<file path="src/rtl/khazad_job_ctrl.sv">
// rtl/khazad_job_ctrl.sv - PS-to-PL multi-block ECB/CBC job controller for the KHAZAD core
// Optional hang watchdog built when KHZ_CTRL_WATCHDOG_EN is defined.
module khazad_job_ctrl #(
  parameter int NBLK_W     = 8,
  parameter int WDOG_LIMIT = 1000
) (
  input  logic              CLK,
  input  logic              RST,
  input  logic [NBLK_W+4:0] ctrl_from_PS,
  input  logic              blk_rdy,
  input  logic              finish,
  output logic              start,
  output logic              load_key,
  output logic              iv_sel,
  output logic              chain_sel,
  output logic              enc_dec_SEL,
  output logic [NBLK_W-1:0] blk_idx,
  output logic              busy,
  output logic              err,
  output logic              ctrl_to_PS,
  output logic              RST_LED,
  output logic              encryption_LED,
  output logic              decryption_LED,
  output logic              PL_ready_LED,
  output logic              err_LED
);

  typedef enum logic [1:0] {S_IDLE, S_ARM, S_WAIT} state_t;

  state_t            state, state_nxt;
  logic              rst_i;
  logic              tog_l, only_l, cbc_l;
  logic [NBLK_W-1:0] cnt_l;
  logic              accept, launch, next_blk, done;
  logic              wdog_fire;

  assign rst_i = RST | ctrl_from_PS[4];

`ifdef KHZ_CTRL_WATCHDOG_EN
  logic [15:0] wdog_cnt;
  logic        err_q;

  always_ff @(posedge CLK) begin
    if (rst_i) begin
      wdog_cnt <= '0;
      err_q    <= 1'b0;
    end else begin
      if (launch)
        wdog_cnt <= '0;
      else if (state == S_WAIT && !finish)
        wdog_cnt <= wdog_cnt + 16'd1;
      if (wdog_fire)
        err_q <= 1'b1;
    end
  end

  // finish in the limit cycle takes precedence over the timeout
  assign wdog_fire = (state == S_WAIT) && !finish && (wdog_cnt == 16'(WDOG_LIMIT - 1));
  assign err       = err_q;
`else
  logic [15:0] unused_wdog_limit;
  assign unused_wdog_limit = 16'(WDOG_LIMIT);
  assign wdog_fire = 1'b0;
  assign err       = 1'b0;
`endif

  always_comb begin
    state_nxt = state;
    accept    = 1'b0;
    launch    = 1'b0;
    next_blk  = 1'b0;
    done      = 1'b0;
    case (state)
      S_IDLE: begin
        if ((ctrl_from_PS[0] != ctrl_to_PS) && !err) begin
          accept    = 1'b1;
          state_nxt = S_ARM;
        end
      end
      S_ARM: begin
        if (blk_rdy) begin
          launch    = 1'b1;
          state_nxt = S_WAIT;
        end
      end
      S_WAIT: begin
        if (finish) begin
          if (blk_idx == cnt_l) begin
            done      = 1'b1;
            state_nxt = S_IDLE;
          end else begin
            next_blk  = 1'b1;
            state_nxt = S_ARM;
          end
        end else if (wdog_fire) begin
          done      = 1'b1;
          state_nxt = S_IDLE;
        end
      end
      default: state_nxt = S_IDLE;
    endcase
  end

  always_ff @(posedge CLK) begin
    if (rst_i) begin
      state       <= S_IDLE;
      start       <= 1'b0;
      load_key    <= 1'b0;
      iv_sel      <= 1'b0;
      chain_sel   <= 1'b0;
      ctrl_to_PS  <= 1'b0;
      blk_idx     <= '0;
      tog_l       <= 1'b0;
      enc_dec_SEL <= 1'b0;
      only_l      <= 1'b0;
      cbc_l       <= 1'b0;
      cnt_l       <= '0;
    end else begin
      state     <= state_nxt;
      start     <= launch;
      load_key  <= launch && (blk_idx == '0) && !only_l;
      iv_sel    <= launch && (blk_idx == '0) && cbc_l;
      chain_sel <= launch && (blk_idx != '0) && cbc_l;
      if (accept) begin
        tog_l       <= ctrl_from_PS[0];
        enc_dec_SEL <= ctrl_from_PS[1];
        only_l      <= ctrl_from_PS[2];
        cbc_l       <= ctrl_from_PS[3];
        cnt_l       <= ctrl_from_PS[NBLK_W+4:5];
        blk_idx     <= '0;
      end else if (next_blk) begin
        blk_idx <= blk_idx + 1'b1;
      end
      if (done)
        ctrl_to_PS <= tog_l;
    end
  end

  assign busy           = (state != S_IDLE);
  assign RST_LED        = rst_i;
  assign encryption_LED = enc_dec_SEL;
  assign decryption_LED = !enc_dec_SEL;
  assign PL_ready_LED   = !rst_i && !busy && !err;
  assign err_LED        = err;

endmodule

</file>
<file path="config.mk">
export PLATFORM = sky130hd
export DESIGN_NAME = khazad_job_ctrl
export DESIGN_NICKNAME = d
export VERILOG_FILES = /design/src/rtl/khazad_job_ctrl.sv
export SDC_FILE = /design/constraint.sdc
export NUM_CORES = 1
export LEC_CHECK = 0
export BUFFER_PORTS_ARGS = -buffer_cell sky130_fd_sc_hd__buf_2
export CAP_MARGIN = 20
export CORE_MARGIN = 4
export CORE_UTILIZATION = 40
export DETAILED_ROUTE_END_ITERATION = 8
export SETUP_SLACK_MARGIN = 0.05
export SLEW_MARGIN = 20
export SYNTH_ARGS = -nofsm -noshare
export SYNTH_HDL_FRONTEND = slang
export SYNTH_SLANG_ARGS = --single-unit
</file>
<file path="constraint.sdc">
create_clock -name CLK -period 3 [get_ports CLK]
set_clock_uncertainty 0.05 [all_clocks]
set_input_delay 0.3 -clock CLK [delete_from_list [all_inputs] [get_ports CLK]]
set_output_delay 0.3 -clock CLK [all_outputs]
set_load 0.1 [all_outputs]
</file>
* Word-level counts from Yosys, hierarchy flattened
Index checks and enable logic that the tools add are counted.
** Word-level totals
- Register bits :: 27
- Input port bits :: 17
- Output and inout port bits :: 21
- Logic and storage cells :: 52
** Operators by class
- Add/subtract/negate cells :: 1
- Eq/ne operators :: 7
- Multiplexer cells :: 15
- Bitwise gates (word level) :: 1
- Reduce and logical (&&, ||, !) cells :: 16
** Operators with widths (number)
- $mux W1 :: 11
- $add A8 B1 Y8 const B :: 1
- $eq A8 B8 Y1 :: 1
- $logic_not A8 Y1 :: 1
- $reduce_bool A8 Y1 :: 1
- $logic_and A1 B1 Y1 :: 6
- $mux W2 :: 3
- $ne A2 B2 Y1 const B :: 3
- $pmux W2 S3 :: 1
- $logic_not A1 Y1 :: 4
- $reduce_and A3 Y1 :: 1
- $eq A2 B1 Y1 const B :: 1
- $eq A2 B2 Y1 const B :: 1
- $logic_not A2 Y1 :: 1
- $reduce_bool A2 Y1 :: 1
- $reduce_or A2 Y1 :: 1
- $ne A1 B1 Y1 :: 1
- $or A1 B1 Y1 :: 1

* Longest topological paths before layout
Gate-level depths: netlist (run 1).
- Depth in word-level cells :: 4
- Gate-level depth with buffers :: 6
- Gate-level depth less buffers :: 5

* Least setup slack after synthesis (run 1)
Ideal clock, no wire load.
- Path type :: reg2out
- Start point :: reg state[0]
- End point :: out PL_ready_LED
- Data arrival time :: 2.752 ns
- Required time :: 2.650 ns
- Path slack :: -0.102 ns
- Stages on the path, launching flop included :: 5
- Buffers on the path :: 1
- Path through :: dfxtp_1 > nor2_1 > clkbuf_1 > inv_1 > nor2_1
** Between the ends
- Word-level cells in the longest chain between the ends :: 3
** Ends and longest elaborated chain
- start: declaration :: line 30 : state_t state, state_nxt;
- start signal: assignment :: line 119 : state <= state_nxt;
- $reduce_bool A2 Y1 :: line 139 : assign busy = (state != S_IDLE);
- via busy :: line 18 : output logic busy,
- $logic_not A1 Y1 :: line 143 : assign PL_ready_LED = !rst_i && !busy && !err;
- $logic_and A1 B1 Y1 :: line 143
- end: declaration :: line 24 : output logic PL_ready_LED,
The timed path passes the listed nets, and every way through them passes these cells.

* Worst setup path in the final report (run 1)
- Start point :: reg state[0]
- End point :: out PL_ready_LED
** Between the ends
- Word-level cells in the longest chain between the ends :: 3
** Ends and longest elaborated chain (line)
- $reduce_bool A2 Y1 :: 139
- $logic_not A1 Y1 :: 143
- $logic_and A1 B1 Y1 :: 143
Every way passes these cells.

==> results of run 1 <==
how the worst min path moves through the flow:
| stage | startpoint | end | slack (ps) | cells past startpoint |
|---|---|---|---|---|
| after floorplan | only_l | load_key | 350 | 1 |
| final | ctrl_from_PS[9] | cnt_l[4] | 150 | 3 |
| after detailed placement | only_l | load_key | 380 | 1 |
| after global placement | only_l | load_key | 360 | 1 |
| after global routing | ctrl_from_PS[2] | only_l | 150 | 3 |
| after CTS | ctrl_from_PS[9] | cnt_l[4] | 140 | 3 |
cells by family after synthesis:
family | count (synthesis) | share of synthesized area (%)
simple gates | 71 | 29.0
other cells | 1 | 0.274
xor+xnor | 9 | 6.31
compound gates | 26 | 10.9
mux | 9 | 6.58
buf+inv | 15 | 5.67
fa+ha+maj | 2 | 1.83
flops | 27 | 39.5
final cells by class:
class                   count  area [um^2]
repair buffers             38          198
well taps                  44         55.1
clock buffers               4         26.3
inverters                   5         18.8
fillers                   340         1560
flip-flops and latches     27          541
multi-input cells         119          757
per-layer routing:
layer	vias up	share of wire, %
met2	33	43
met1	544	50
met4	0	1.1
li1	614	-
met5	-	0
met3	2	5.5
through the flow:
| stage | power (mW) | utilization [%] | setup WS, ps |
|---|---|---|---|
| 3_5_place_dp | 0.490 | 49.8 | 1350 |
| 6_report | 0.641 | 50.6 | 1150 |
| 2_1_floorplan | 0.466 | - | 352 |
| 4_1_cts | 0.651 | 50.6 | 1140 |
| 5_1_grt | 0.674 | 50.6 | 1050 |
| 3_3_place_gp | 0.489 | 49.8 | 1390 |
where the power goes:
group,internal [mW],leakage [nW],switching [mW],total [mW]
clock,0.0520,0.0150,0.107,0.159
sequential,0.365,0.219,0.00503,0.370
combinational,0.0310,0.475,0.0808,0.112
total,0.448,0.709,0.193,0.641
worst max-delay path, delay by kind of cell, from the launching register on:
kind          cells  cell delay (ps)
flops             1              370
simple gates      2              300
buf+inv           2              520
placed cells by master (no fill, tap or decap), types with 2 or more instances in the layout:
cell type,count
nand2_1,27
inv_1,4
dfxtp_1,27
clkbuf_4,3
and3_1,2
nor2_2,2
ha_1,2
nand3_1,14
buf_2,35
and4_1,2
nor2_1,5
or2b_1,3
nand4_1,3
nor4_4,2
nand2b_1,3
mux2i_1,9
a21oi_1,22
xor2_1,8
nor4_1,2
buf_4,3
conb_1,2
==> out/metrics.csv, run 1 <==
stage,metric,value,unit
outcome,status,"finished, final reports clean",
final_layout,fin_area,1600,um^2
clocking,holdBufCountCts,0,
setup_path,crit_path_max_fanout,6,
placed_design,dp_hpwl,2280,um
synth,async_flop_share,0,%
global_route,gr-usage-all-layers,15.8,%
floorplanning,ios,38,
final_layout,syn_to_final_growth,16.5,%
final_layout,reg_top3,"blk_idx: 8 flops, cnt_l: 8 flops, state: 2 flops",
setup_path,critPathKind,reg -> out,
clocking,cts_tree,yes,
final_layout,final_cell_count_no_fill,237,
power_and_ir_drop,ir_drop,0.186,mV
placed_design,gp_congestion,0.874,
global_route,met3_usage,2.87,%
setup_path,critPathRequiredTime,2650,ps
synth,postSynthAreaPerCell,8.56,um^2
routing,drt-pass1-iter-count,5,
global_route,grt_max_degree,20,
clocking,cts_inserted_buffers,3,
synth,synth_seq_cells,27,
clocking,ctsHtreeMaxLevel,1,
clocking,cts_max_path_buffers,2,
job,drv_cap,0,
synth,ys.flop_type,dfxtp_1,
setup_path,crit_path_end_kind,primary output,
setup_path,crit_end,PL_ready_LED,
global_route,antenna_found_initial,0,
clocking,path_clk_slew,150,ps
setup_path,max_stage_delay,430,ps
synth,netlist_top_cells_area,"dfxtp_1 (39%), a21oi_1 (8.0%), nand2_1 (7.4%)",
synth,synth_seq_area_share,39.5,%
setup_path,slowest_stage,buf_2,
min_path,min_path_type,in -> reg,
setup_path,reg2reg_slack,1350,ps
setup_path,worstRegToRegCells,4,
placed_design,dpl.cell_count,233,
global_route,grt_pass1_wl,5460,um
floorplanning,die_y,66.5,um
floorplanning,die_w,66.5,um
timing,finalSetupTns,0,ps
routing,wirelength,3030,um
timing,hold_viol_final,0,
routing,vias,1193,
routing,antenna_left,0,
timing,period_share,61.6,%
floorplanning,die_area,4420,um^2
global_route,grt_pass1_vias,1209,
final_layout,antenna_cells,0,
synth,netlist_area,1370,um^2
synth,synth_common_cells,"dfxtp_1 (27), nand2_1 (27), a21oi_1 (22)",
synth,yosys.area.top_type,dfxtp_1,
timing,clock.fmax,541,MHz
clocking,cts_root_buf,clkbuf_4,
timing,whs,154,ps
synth,synth-edff-count,0,
routing,wire_per_inst,12.8,um
floorplanning,fp.coreArea,3150,um^2
clocking,post_cts_resized,0,
routing,drc,0,
power_and_ir_drop,powerDensity,402,nW/um^2
timing,slew_viol_final,0,
setup_path,critPathLaunchType,flop,
floorplanning,start_util,43.4,%
synth,synth_cells,160,
timing,timing.final.setup_violations,0,
clocking,cts_sinks,27,
placed_design,placed_cell_area,1570,um^2
timing,min_period,1850,ps
global_route,grt_remaining_overflow,0,
clocking,insertion_delay,320,ps
routing,drt_iter0_drc,65,
floorplanning,rows,20,
routing,vias_per_cell,5.03,
final_layout,final_net_count,213,
placed_design,numPortBuffers,35,
timing,rsz0062_at_grt,false,
synth,synth.distinct_cells,35,
clocking,postCtsSetupRepairBufs,0,
setup_path,cp_cell_sequence,nor2_1 > inv_1 > nor2_2 > buf_2,
synth,yosysWarnings,0,
synth,synth_top_cell_area_share,39.5,%
setup_path,r2r-end,blk_idx[7],
global_route,use_met2,23.7,%
power_and_ir_drop,p_leak,0.709,nW
setup_path,startpoint,state[0],
timing,tightestPinTransition,484,ps
setup_path,arrival,1500,ps
final_layout,drive_gt1_share,26.4,%
timing,slew_headroom,67.3,%
setup_path,r2r-start,blk_idx[0],
global_route,grt_most_used_layer,met2,
global_route,met1_usage,22.3,%
Power figures use the tool's default switching activity.
==> run 2, diff against run 1 <==
Settings changed: ABC_AREA from default to 1.
Clock period 3 ns to 1.7 ns, I/O delays scaled along.
==> out/metrics.csv, run 2 <==
stage,metric,value,unit
power_and_ir_drop,switchingPower,0.367,mW
setup_path,critPathLaunchType,flop,
placed_design,numPortBuffers,35,
power_and_ir_drop,comb_power_share,19.2,%
floorplanning,die_y,65.5,um
power_and_ir_drop,p_sw_share,31.5,%
synth,synth.most_common_cell,nand2_1,
floorplanning,die_area,4290,um^2
timing,slew_viol_final,0,
final_layout,layout_commonest_cell,nand2_1,
synth,synth.distinct_cells,24,
synth,synth_top_cell_area_share,40.8,%
floorplanning,fp.coreArea,3100,um^2
synth,postSynthAreaPerCell,7.12,um^2
global_route,grt_max_degree,17,
setup_path,crit_family,buffers and inverters,
clocking,ctsHtreeMaxLevel,1,
final_layout,fin_area,1620,um^2
final_layout,antenna_cells,0,
global_route,grt_pass1_wl,4890,um
outcome,status,"finished, final reports clean",
global_route,gr-usage-all-layers,14.5,%
power_and_ir_drop,internal_power,0.798,mW
synth,ys.flop_type,dfxtp_1,
timing,clock.fmax,675,MHz
timing,min_period,1480,ps
setup_path,critPathRequiredTime,1480,ps
routing,drt_iter0_drc,53,
clocking,cts_tree,yes,
timing,rsz0062_at_grt,false,
synth,yosys.area.top_type,dfxtp_1,
setup_path,crit_path_max_fanout,3,
final_layout,mostFrequentLayoutCells,"nand2_1 (44), buf_2 (33), a21oi_1 (21)",
synth,synth-edff-count,0,
clocking,cts_sinks,27,
global_route,grt_pass1_vias,1128,
final_layout,reg_top3,"blk_idx: 8 flops, cnt_l: 8 flops, state: 2 flops",
power_and_ir_drop,ir_drop,0.387,mV
timing,timing.final.setup_violations,0,
synth,yosysWarnings,0,
placed_design,dp_hpwl,2290,um
routing,wire_per_inst,10.8,um
final_layout,fin_util,52.3,%
final_layout,syn_to_final_growth,22.5,%
global_route,antenna_found_initial,0,
routing,vias_per_cell,4.61,
setup_path,critPathKind,reg -> out,
setup_path,arrival,1260,ps
power_and_ir_drop,powerDensity,719,nW/um^2
timing,period_share,87.1,%
routing,antenna_left,0,
floorplanning,start_util,42.7,%
power_and_ir_drop,seq_power_share,56.2,%
global_route,grt_remaining_overflow,0,
final_layout,drive_gt1_share,30.2,%
final_layout,final_net_count,242,
synth,async_flop_share,0,%
min_path,min_path_type,in -> reg,
clocking,path_clk_slew,150,ps
floorplanning,ios,38,
power_and_ir_drop,p_leak,0.729,nW
job,drv_cap,0,
clocking,insertion_delay,330,ps
synth,synth_cells,186,
timing,hold_viol_final,0,
routing,drt-pass1-iter-count,4,
setup_path,cp_num_buf_inv,2,
synth,netlist_area,1320,um^2
routing,vias,1226,
setup_path,max_stage_delay,410,ps
synth,synth_common_cells,"nand2_1 (44), dfxtp_1 (27), a21oi_1 (21)",
clocking,cts_inserted_buffers,3,
placed_design,gp_congestion,0.751,
synth,synth_seq_area_share,40.8,%
floorplanning,rows,20,
floorplanning,die_w,65.5,um
power_and_ir_drop,clkPwrFrac,24.7,%
placed_design,placed_cell_area,1590,um^2
setup_path,crit_path_end_kind,primary output,
routing,wirelength,2870,um
routing,drc,0,
setup_path,slowest_stage,dfxtp_1,
clocking,cts_root_buf,clkbuf_4,
synth,netlist_top_cells_area,"dfxtp_1 (41%), nand2_1 (12%), a21oi_1 (7.9%)",
synth,synth_seq_cells,27,
clocking,cts_max_path_buffers,2,
setup_path,cp_cell_sequence,nor2_1 > inv_1 > clkbuf_4,
## run 2: cell count changes in the layout (fill, tap and decap cells not counted), moves of 6 or more
| cell | before | now |
|---|---|---|
| inv_1 | 4 | 18 |
| o21ai_0 | 0 | 11 |
| nand2_1 | 27 | 44 |
| dfxtp_2 | 0 | 7 |
| nor2_1 | 5 | 11 |
| mux2i_1 | 9 | 0 |
| dfxtp_1 | 27 | 17 |
## run 2: kinds of logic after synthesis
kind of cell | Yosys count | synth area share [%]
AND/OR/NAND/NOR | 86 | 29.3
AO/OA/AOI/OAI | 32 | 12.1
flip-flops | 27 | 40.8
XOR/XNOR | 7 | 5.20
buffers and inverters | 31 | 10.4
other | 1 | 0.283
adder cells (fa/ha/maj) | 2 | 1.89
## run 2: layer usage
layer | GRT usage, % | vias to the layer above | routed length, um
li1 | - | 660 | -
met4 | 5.44 | 0 | 43
met3 | 2.74 | 5 | 158
met1 | 17.9 | 535 | 1300
met5 | 0 | - | 0
met2 | 24.7 | 26 | 1370
## run 2: tightest hold or removal path: stages
cell	delay (ps)
buf_2	90
nand3_1	70
nand2_1	60
## run 2: stage by stage
| step | setup TNS [ps] | power, mW | hold WS (ps) | std cells | setup WS (ps) |
|---|---|---|---|---|---|
| detailed placement | 0 | 0.893 | 369 | 262 | 349 |
| global route | 0 | 1.24 | 10.7 | 266 | 111 |
| floorplan | -147 | 0.842 | 262 | 187 | -127 |
| finish | 0 | 1.17 | 37.5 | 266 | 219 |
| global placement | 0 | 0.891 | 368 | 262 | 400 |
| CTS | 0 | 1.18 | 32.7 | 266 | 111 |
## run 2: final timing paths
kind	start	to	slack, ps	cells after the start
min	ctrl_from_PS[0]	tog_l	40	3
max	state[1]	busy	220	3
min reg2reg	only_l	load_key	390	1
max reg2reg	blk_idx[0]	blk_idx[6]	320	6
## run 2: power groups by stage
stage / Sequential, mW / Combinational [mW] / Clock, mW
2_1_floorplan: 0.680 / 0.162 / 0
3_3_place_gp: 0.668 / 0.222 / 0
3_5_place_dp: 0.669 / 0.224 / 0
4_1_cts: 0.655 / 0.225 / 0.305
5_1_grt: 0.657 / 0.242 / 0.339
6_report: 0.655 / 0.223 / 0.287
## run 2: final cells by class
cell class,count,area (um^2)
clock buffer,3,22.5
sequential,27,561
tap,44,55.1
clock inverter,1,6.26
multi-input combinational,129,664
fill,331,1480
inverter,24,97.6
timing repair buffer,38,215
## run 2: what timing repair did
action,CTS,global route
hold buffers,0,0
setup buffers,0,0
gates resized for setup,0,1
endpoints found under the setup margin,0,1
